===== config.mk =====
export PLATFORM = sky130hd
export DESIGN_NAME = writeback_arbiter
export DESIGN_NICKNAME = d
export VERILOG_FILES = /design/src/rtl/writeback_arbiter.sv
export SDC_FILE = /design/constraint.sdc
export NUM_CORES = 1
export LEC_CHECK = 0
export ABC_AREA = 0
export ABC_CLOCK_PERIOD_IN_PS = 3200
export BUFFER_PORTS_ARGS = -buffer_cell sky130_fd_sc_hd__buf_2
export CORE_UTILIZATION = 42
export CTS_CLUSTER_SIZE = 28
export DETAILED_ROUTE_END_ITERATION = 7
export PLACE_DENSITY = 0.68
export SYNTH_ARGS = -nofsm -noshare
export SYNTH_HDL_FRONTEND = slang
export SYNTH_SLANG_ARGS = --single-unit
export TNS_END_PERCENT = 20

===== constraint.sdc =====
create_clock -name clk -period 3.2 [get_ports clk]
set_input_delay 0.64 -clock clk [delete_from_list [all_inputs] [get_ports clk]]
set_output_delay 0.64 -clock clk [all_outputs]
set_load 0.01 [all_outputs]

===== src/rtl/writeback_arbiter.sv =====
// rtl/writeback_arbiter.sv - register-file write port 3 arbiter between ALU results and load responses
//
// Each cycle this block picks one writer for register-file write port 3. The ALU
// always wins. Load responses are queued in a 2-entry FIFO and use any cycle the
// ALU leaves free. The block also tracks which registers have loads in flight, and
// asks upstream for an ALU bubble when queued loads have been blocked too long.
//
// Parameters:
//   STARVE_LIMIT  consecutive blocked edges before stall_alu asserts
//
// Ports:
//   clk, rst_n                      clock, asynchronous active-low reset
//   alu_valid/alu_rd/alu_data       ALU result; no backpressure, always taken
//   mem_valid/mem_ready             load response handshake
//   mem_rd/mem_data                 load response destination and data
//   issue_valid/issue_rd            load issue notice; marks rd as pending
//   write_en_3/addr_3/data_3        registered register-file write port
//   pending_mask                    one bit per register with a load outstanding
//   stall_alu                       request for a one-cycle ALU bubble
module writeback_arbiter #(
  parameter int STARVE_LIMIT = 4
) (
  input  logic        clk,
  input  logic        rst_n,
  input  logic        alu_valid,
  input  logic [4:0]  alu_rd,
  input  logic [31:0] alu_data,
  input  logic        mem_valid,
  output logic        mem_ready,
  input  logic [4:0]  mem_rd,
  input  logic [31:0] mem_data,
  input  logic        issue_valid,
  input  logic [4:0]  issue_rd,
  output logic        write_en_3,
  output logic [4:0]  write_addr_3,
  output logic [31:0] write_data_3,
  output logic [31:0] pending_mask,
  output logic        stall_alu
);

  // Counter must be able to hold STARVE_LIMIT itself.
  localparam int CW = (STARVE_LIMIT < 1) ? 1 : $clog2(STARVE_LIMIT + 1);
  localparam logic [CW-1:0] LIMIT = CW'(STARVE_LIMIT);

  // Load response FIFO: two slots addressed by a 1-bit head pointer.
  logic [4:0]    fifo_rd   [2];
  logic [31:0]   fifo_data [2];
  logic [1:0]    count;
  logic          head;
  logic          tail;

  logic          push;
  logic          pop;
  logic          fifo_nonempty;
  logic [1:0]    count_nxt;

  logic          sel_valid;
  logic [4:0]    sel_rd;
  logic [31:0]   sel_data;

  logic [CW-1:0] starve_cnt;
  logic [CW-1:0] starve_nxt;

  logic [31:0]   set_mask;
  logic [31:0]   clr_mask;
  logic [31:0]   pending_nxt;

  // Ready depends only on the registered count, so no combinational path from
  // mem_valid or alu_valid reaches mem_ready.
  assign mem_ready     = (count < 2'd2);
  assign fifo_nonempty = (count != 2'd0);
  assign push          = mem_valid & mem_ready;
  // The FIFO only drains when the ALU leaves the port free.
  assign pop           = ~alu_valid & fifo_nonempty;
  // With count 0 the tail is the head slot; with count 1 it is the other slot.
  // Count 2 never pushes, so its tail value is irrelevant.
  assign tail          = head ^ count[0];

  always_comb begin
    count_nxt = count;
    case ({push, pop})
      2'b10:   count_nxt = count + 2'd1;
      2'b01:   count_nxt = count - 2'd1;
      default: count_nxt = count;
    endcase
  end

  // Source selection: ALU first, otherwise the FIFO head (never a same-edge push).
  always_comb begin
    sel_valid = 1'b0;
    sel_rd    = 5'd0;
    sel_data  = 32'd0;
    if (alu_valid) begin
      sel_valid = 1'b1;
      sel_rd    = alu_rd;
      sel_data  = alu_data;
    end else if (fifo_nonempty) begin
      sel_valid = 1'b1;
      sel_rd    = fifo_rd[head];
      sel_data  = fifo_data[head];
    end
  end

  // Starvation: counts edges where a queued load is blocked by the ALU.
  always_comb begin
    starve_nxt = starve_cnt;
    if (pop || !fifo_nonempty) begin
      starve_nxt = '0;
    end else if (alu_valid && (starve_cnt != LIMIT)) begin
      starve_nxt = starve_cnt + CW'(1);
    end
  end

  assign stall_alu = (starve_cnt == LIMIT);

  // A new issue to the same register wins over the retiring load's clear,
  // since that issue starts a fresh outstanding load. Register 0 never pends.
  always_comb begin
    set_mask = 32'd0;
    clr_mask = 32'd0;
    if (issue_valid) begin
      set_mask = 32'd1 << issue_rd;
    end
    if (pop) begin
      clr_mask = 32'd1 << fifo_rd[head];
    end
    pending_nxt = ((pending_mask & ~clr_mask) | set_mask) & ~32'd1;
  end

  // FIFO storage needs no reset: count gates every read.
  always_ff @(posedge clk) begin
    if (push) begin
      fifo_rd[tail]   <= mem_rd;
      fifo_data[tail] <= mem_data;
    end
  end

  always_ff @(posedge clk or negedge rst_n) begin
    if (!rst_n) begin
      count        <= 2'd0;
      head         <= 1'b0;
      starve_cnt   <= '0;
      pending_mask <= 32'd0;
      write_en_3   <= 1'b0;
      write_addr_3 <= 5'd0;
      write_data_3 <= 32'd0;
    end else begin
      count        <= count_nxt;
      starve_cnt   <= starve_nxt;
      pending_mask <= pending_nxt;
      if (pop) begin
        head <= ~head;
      end
      // rd=0 is consumed like any other source but never writes.
      write_en_3 <= sel_valid && (sel_rd != 5'd0);
      if (sel_valid) begin
        write_addr_3 <= sel_rd;
        write_data_3 <= sel_data;
      end
    end
  end

endmodule

# Yosys cells after proc, flatten, opt, wreduce, memory -nomap -nowiden
# Memory sizes are Yosys's and may differ from the RTL's.
# Cells that the tools add are included.
[totals] register_bits=75 ram_bits=74 word_cells=48 n_memories=2
[classes] addsub=3 order_cmp=1 eq_ne=4 n_shift=2 n_mux=13 n_bitwise=8 reduce_logical=8
[memory_table] memory="fifo_data" depth=2 width=32 read_ports=1 rd_clocked_by_memory_dff=0 write_ports=1 line="47" source="logic [31:0] fifo_data [2];"
[memory_table] memory="fifo_rd" depth=2 width=5 read_ports=1 rd_clocked_by_memory_dff=0 write_ports=1 line="46" source="logic [4:0] fifo_rd [2];"
[ops] cell="$mux W32" count=4
[ops] cell="$shl A1 B5 Y32 const A" count=2
[ops] cell="$and A32 B32 Y32" count=1
[ops] cell="$not A32 Y32" count=1
[ops] cell="$or A32 B32 Y32" count=1
[ops] cell="$mux W5" count=2
[ops] cell="$mux W3" count=2
[ops] cell="$reduce_bool A2 Y1" count=3
[ops] cell="$reduce_bool A5 Y1" count=1
[ops] cell="$mux W1" count=4
[ops] cell="$pmux W2 S2" count=1
[ops] cell="$add A3 B1 Y3 const B" count=1
[ops] cell="$eq A3 B3 Y1 const B" count=1
[ops] cell="$ne A3 B3 Y1 const B" count=1
[ops] cell="$add A2 B1 Y2 const B" count=1
[ops] cell="$and A1 B1 Y1" count=2
[ops] cell="$eq A2 B1 Y1 const B" count=1
[ops] cell="$eq A2 B2 Y1 const B" count=1
[ops] cell="$logic_and A1 B1 Y1" count=2
[ops] cell="$lt A2 B2 Y1 const B" count=1
[ops] cell="$not A1 Y1" count=2
[ops] cell="$sub A2 B1 Y2 const B" count=1
[ops] cell="$logic_not A1 Y1" count=1
[ops] cell="$logic_or A1 B1 Y1" count=1
[ops] cell="$xor A1 B1 Y1" count=1

# Longest topological paths before layout
[depth] ltp_word=6 mapped_depth=8 depth_no_buf=6

# Worst setup path before layout
# Ideal clock, no wire load.
[synth_timing] kind="reg2reg" from="register head" to="memory fifo_data[1][0], enable pin" arrival_time_ns=2.395 required_time_ns=2.769 setup_slack_ns=0.374 stages_incl_launch_ff=5 n_path_buf=2 path_cell_list="dfrtp_1 -> buf_4 -> buf_4 -> xnor2_1 -> nor2_1"
[synth_via] elab_chain_cells=1
[synth_lines] element="start, declared" line="49" source="logic head;"
[synth_lines] element="start signal, assigned" line="152" source="head <= ~head;"
[synth_lines] element="$xor A1 B1 Y1" line="77" source="assign tail = head ^ count[0];"
[synth_lines] element="end, declared" line="47"
# Every way passes these cells.

# Worst setup path after layout
[layout_timing] from="register count[0]" to="memory fifo_data[0][1], enable pin"
[layout_via] elab_chain_cells=4 elab_cells_between_ends=5 classes_between="1 x order compare; 2 x mux; 2 x bitwise"
[layout_lines] element="start, declared" line="48" source="logic [1:0] count;"
[layout_lines] element="start signal, assigned" line="148" source="count <= count_nxt;"
[layout_lines] element="$lt A2 B2 Y1" line="70" source="assign mem_ready = (count < 2'd2);"
[layout_lines] element="$and A1 B1 Y1" line="72" source="assign push = mem_valid & mem_ready;"
[layout_lines] element="$mux W1" line="132" source="if (push) begin"
[layout_lines] element="$mux W1 (implied by the code)" line="134" source="fifo_data[tail] <= mem_data;"
# Several ways; a longest one is shown, not always the timed one.

==> run_results.csv <==
group,metric,value,unit
outcome,result_of_the_run,"complete, no violations",
drt,wl,15300,um
min_path,min-delay-path-class,"in2async",
placement,placement.cell_area,7570,um2
clock_network,htreeDepth,4,
floorplanning,rows,45,
clock_network,post_cts.repair.setup_buffers,0,
sta,min_period_over_period,64.4,%
power,leakage,0.00338,uW
sta,unrepaired_setup_endpoints_after_global_routing,"no",
synthesis,synth_fp_nets,591,
clock_network,cts_sinks,149,
setup_path,cp.required,3.24,ns
sta,tightest_slew,0.880,ns
synthesis,synth_enable_flop_cells,74,
cells_and_area,drive_gt1_share,36.3,%
clock_network,tritoncts.num_buffers,17,
sta,fin_setup_tns,0,ns
floorplanning,initial_core_util,43.3,%
synthesis,synth_top_family_by_area,"multiplexers",
cells_and_area,post-route-cell-area,8140,um2
cells_and_area,fin_cells,888,
cells_and_area,post-route-util,53.3,%
global_routing,gr-usage-all-layers,19.6,%
synthesis,synth_ff_type,"dfrtp_1",
setup_path,worstSetupEndpointType,"flop",
synthesis,yosys.area_share.simple,8.49,%
placement,input_output_buffers,154,
clock_network,clock_path_buffers,2,
job,maxCapViolCount,0,
floorplanning,die_area,16200,um2
floorplanning,floorplan.io_pins,156,
sta,fin_worst_hold_slack,0.258,ns
synthesis,synth.yosys.seq_area_share,62.1,%
synthesis,synth.cells.most_frequent,"75 x dfrtp_1, 74 x edfxtp_1, 61 x o21ai_0, 46 x nand2_1",
sta,max_freq,485,MHz
floorplanning,core,15300,um2
clock_network,cts_resized,0,
global_routing,first_global_vias,4574,
synthesis,synth_most_common_cell,"dfrtp_1",
clock_network,worst_skew_pair.late_latency,0.42,ns
synthesis,post_synthesis_instance_area,6600,um2
drt,via_per_inst,5.32,
placement,dp.final_hpwl,10800,um
floorplanning,die_height,127,um
synthesis,netlist_cell_types,47,
clock_network,clkTransAtPathRegs,0.06,ns
setup_path,worst-r2r-setup-slack,1.14,ns
sta,setup_viol,0,
clock_network,cts_tree,"built",
drt,drcViolationCount,0,
setup_path,ff2ff_path_depth,2,
setup_path,worstPathMaxFanout,37,
sta,finalWorstPathRequiredPeriod,2.06,ns
cells_and_area,syn2layout_area_growth,23.3,%
setup_path,crit_type,"reg2reg",
placement,dp.cells,854,
sta,final-hold-violation-count,0,
drt,dr_wl_cell,17.2,um
setup_path,regToRegEndpoint,"fifo_data[0][1]$_DFFE_PP_",
cells_and_area,final_nets,749,
synthesis,synth_xor_area_share,0.796,%
setup_path,arrival,2.10,ns
drt,dr.first_iter.drc_count,301,
drt,drt_pre_antenna_iters,5,
sta,max_slew_margin,41.3,%
power,irDropWorstVdd,414,uV
synthesis,synthDominantCellAreaShare,33.7,%
synthesis,synth_compound_area_share,11.6,%
synthesis,synth.avg_cell_area,13.1,um2
sta,clock_skew,0.00989,ns
synthesis,ys_seq_elements,149,
clock_network,cts_hold_buf,0,
global_routing,grt_overflow_total,0,
setup_path,crit_path_start,"count[0]$_DFFE_PN0P_",
setup_path,critical_path.reg2reg.startpoint,"count[0]$_DFFE_PN0P_",
synthesis,syn_inst,504,
sta,timing.final.max_slew_violations,0,
drt,dr_total_vias,4722,
setup_path,kind_of_start_point_of_the_critical_path,"flop",
power,power_per_cell_area,825,nW/um2
global_routing,antenna_found_initial,3,
floorplanning,fp.dieW,127,um
synthesis,synth.mux.area_fraction,12.3,%
synthesis,synth_async_sr_flop_share,50.3,%
drt,drt.antenna.violating_nets,0,
synthesis,yosys_warnings,0,
placement,routabilityCongestion,0.852,
clock_network,clk_root_buffer_cell,"clkbuf_16",
synthesis,synthAdderAreaFrac,0.569,%
global_routing,first_pass_grt_wire_length,24200,um
synthesis,post_synth_main_area_contributors,"edfxtp_1 34%, dfrtp_1 28%, mux2_2 6.3%, mux2i_1 5.6%, o21ai_0 4.6%",
global_routing,grt_max_degree,77,
synthesis,synth_top_cell_by_area,"edfxtp_1",
-- power by group --
group	internal (uW)	leakage [uW]	total, uW	switching, uW
sequential	2520	0.00148	2770	251
clock	1050	0.000270	1860	808
combinational	936	0.00162	2080	1140
total	4510	0.00338	6710	2200
-- registers in the layout, indices dropped and copies added, names as in the netlist --
name and cells:
starve_cnt 3, fifo_data 64, count 2, write_data_3 32, fifo_rd 10, head 1
pending_mask 31, write_en_3 1, write_addr_3 5
-- cells in the final DEF (no fill, tap or decap), types with 3 or more instances in the layout --
cell type	instances
mux2_2	37
o21ai_1	9
o211ai_1	4
a21oi_1	3
mux2i_1	37
xnor2_1	6
or3b_4	3
nor4bb_1	3
a32oi_1	23
o21ai_0	61
a211oi_1	6
dfrtp_1	74
nor2_1	6
nand3b_1	6
clkbuf_16	18
inv_1	36
buf_2	153
and4b_1	3
clkinvlp_4	3
nand2_1	46
buf_4	6
a211oi_2	3
ha_1	3
edfxtp_1	74
clkinv_4	6
nand3_1	3
a22oi_1	5
nor2b_1	4
inv_6	4
-- through the flow --
step,setup slack (ns),total power (uW)
after global placement,1.15,4830
after floorplan,0.374,4280
after global routing,0.974,7070
after detailed placement,1.10,4910
final,1.14,6710
after CTS,1.10,6770
-- critical path: stages, from the launching register on --
cell     delay, ns
dfrtp_1       0.50
xnor2_1       0.33
and3_2        0.83
-- cell families (layout without fill, tap and decap cells) --
kind of cell,Yosys count,in the layout
xor gates and xnor gates,6,6
buffers and inverters,57,228
AOI/OAI and AO/OA,117,117
DFF,149,149
and+or+nand+nor,96,96
muxes,75,75
adders and majority gates,3,3
other,1,3
-- how the worst max path moves through the flow --
stage,to,slack [ns]
6_report,fifo_data[0][1]$_DFFE_PP_,1.14
3_3_place_gp,fifo_data[0][10]$_DFFE_PP_,1.15
3_5_place_dp,fifo_data[0][10]$_DFFE_PP_,1.10
2_1_floorplan,fifo_data[1][0]$_DFFE_PP_,0.37
5_1_grt,fifo_data[0][1]$_DFFE_PP_,0.97
4_1_cts,fifo_data[0][9]$_DFFE_PP_,1.10
-- metal layers --
metal	wire, um	GRT usage, %	up-vias
li1	-	-	2192
met1	6600	25.7	2300
met2	7180	30.8	203
met3	1160	5.95	25
met4	333	7.56	2
met5	8	0	-
-- layout make-up --
| type | count | area, um2 |
|---|---|---|
| diodes | 2 | 5.00 |
| clock inverters | 14 | 116 |
| multi-input cells | 298 | 2240 |
| flip-flops and latches | 149 | 4100 |
| clock buffers | 18 | 450 |
| fillers | 1306 | 7120 |
| inverters | 36 | 135 |
| repair buffers | 160 | 831 |
| well taps | 211 | 264 |
(Power assumes the default switching activity.)
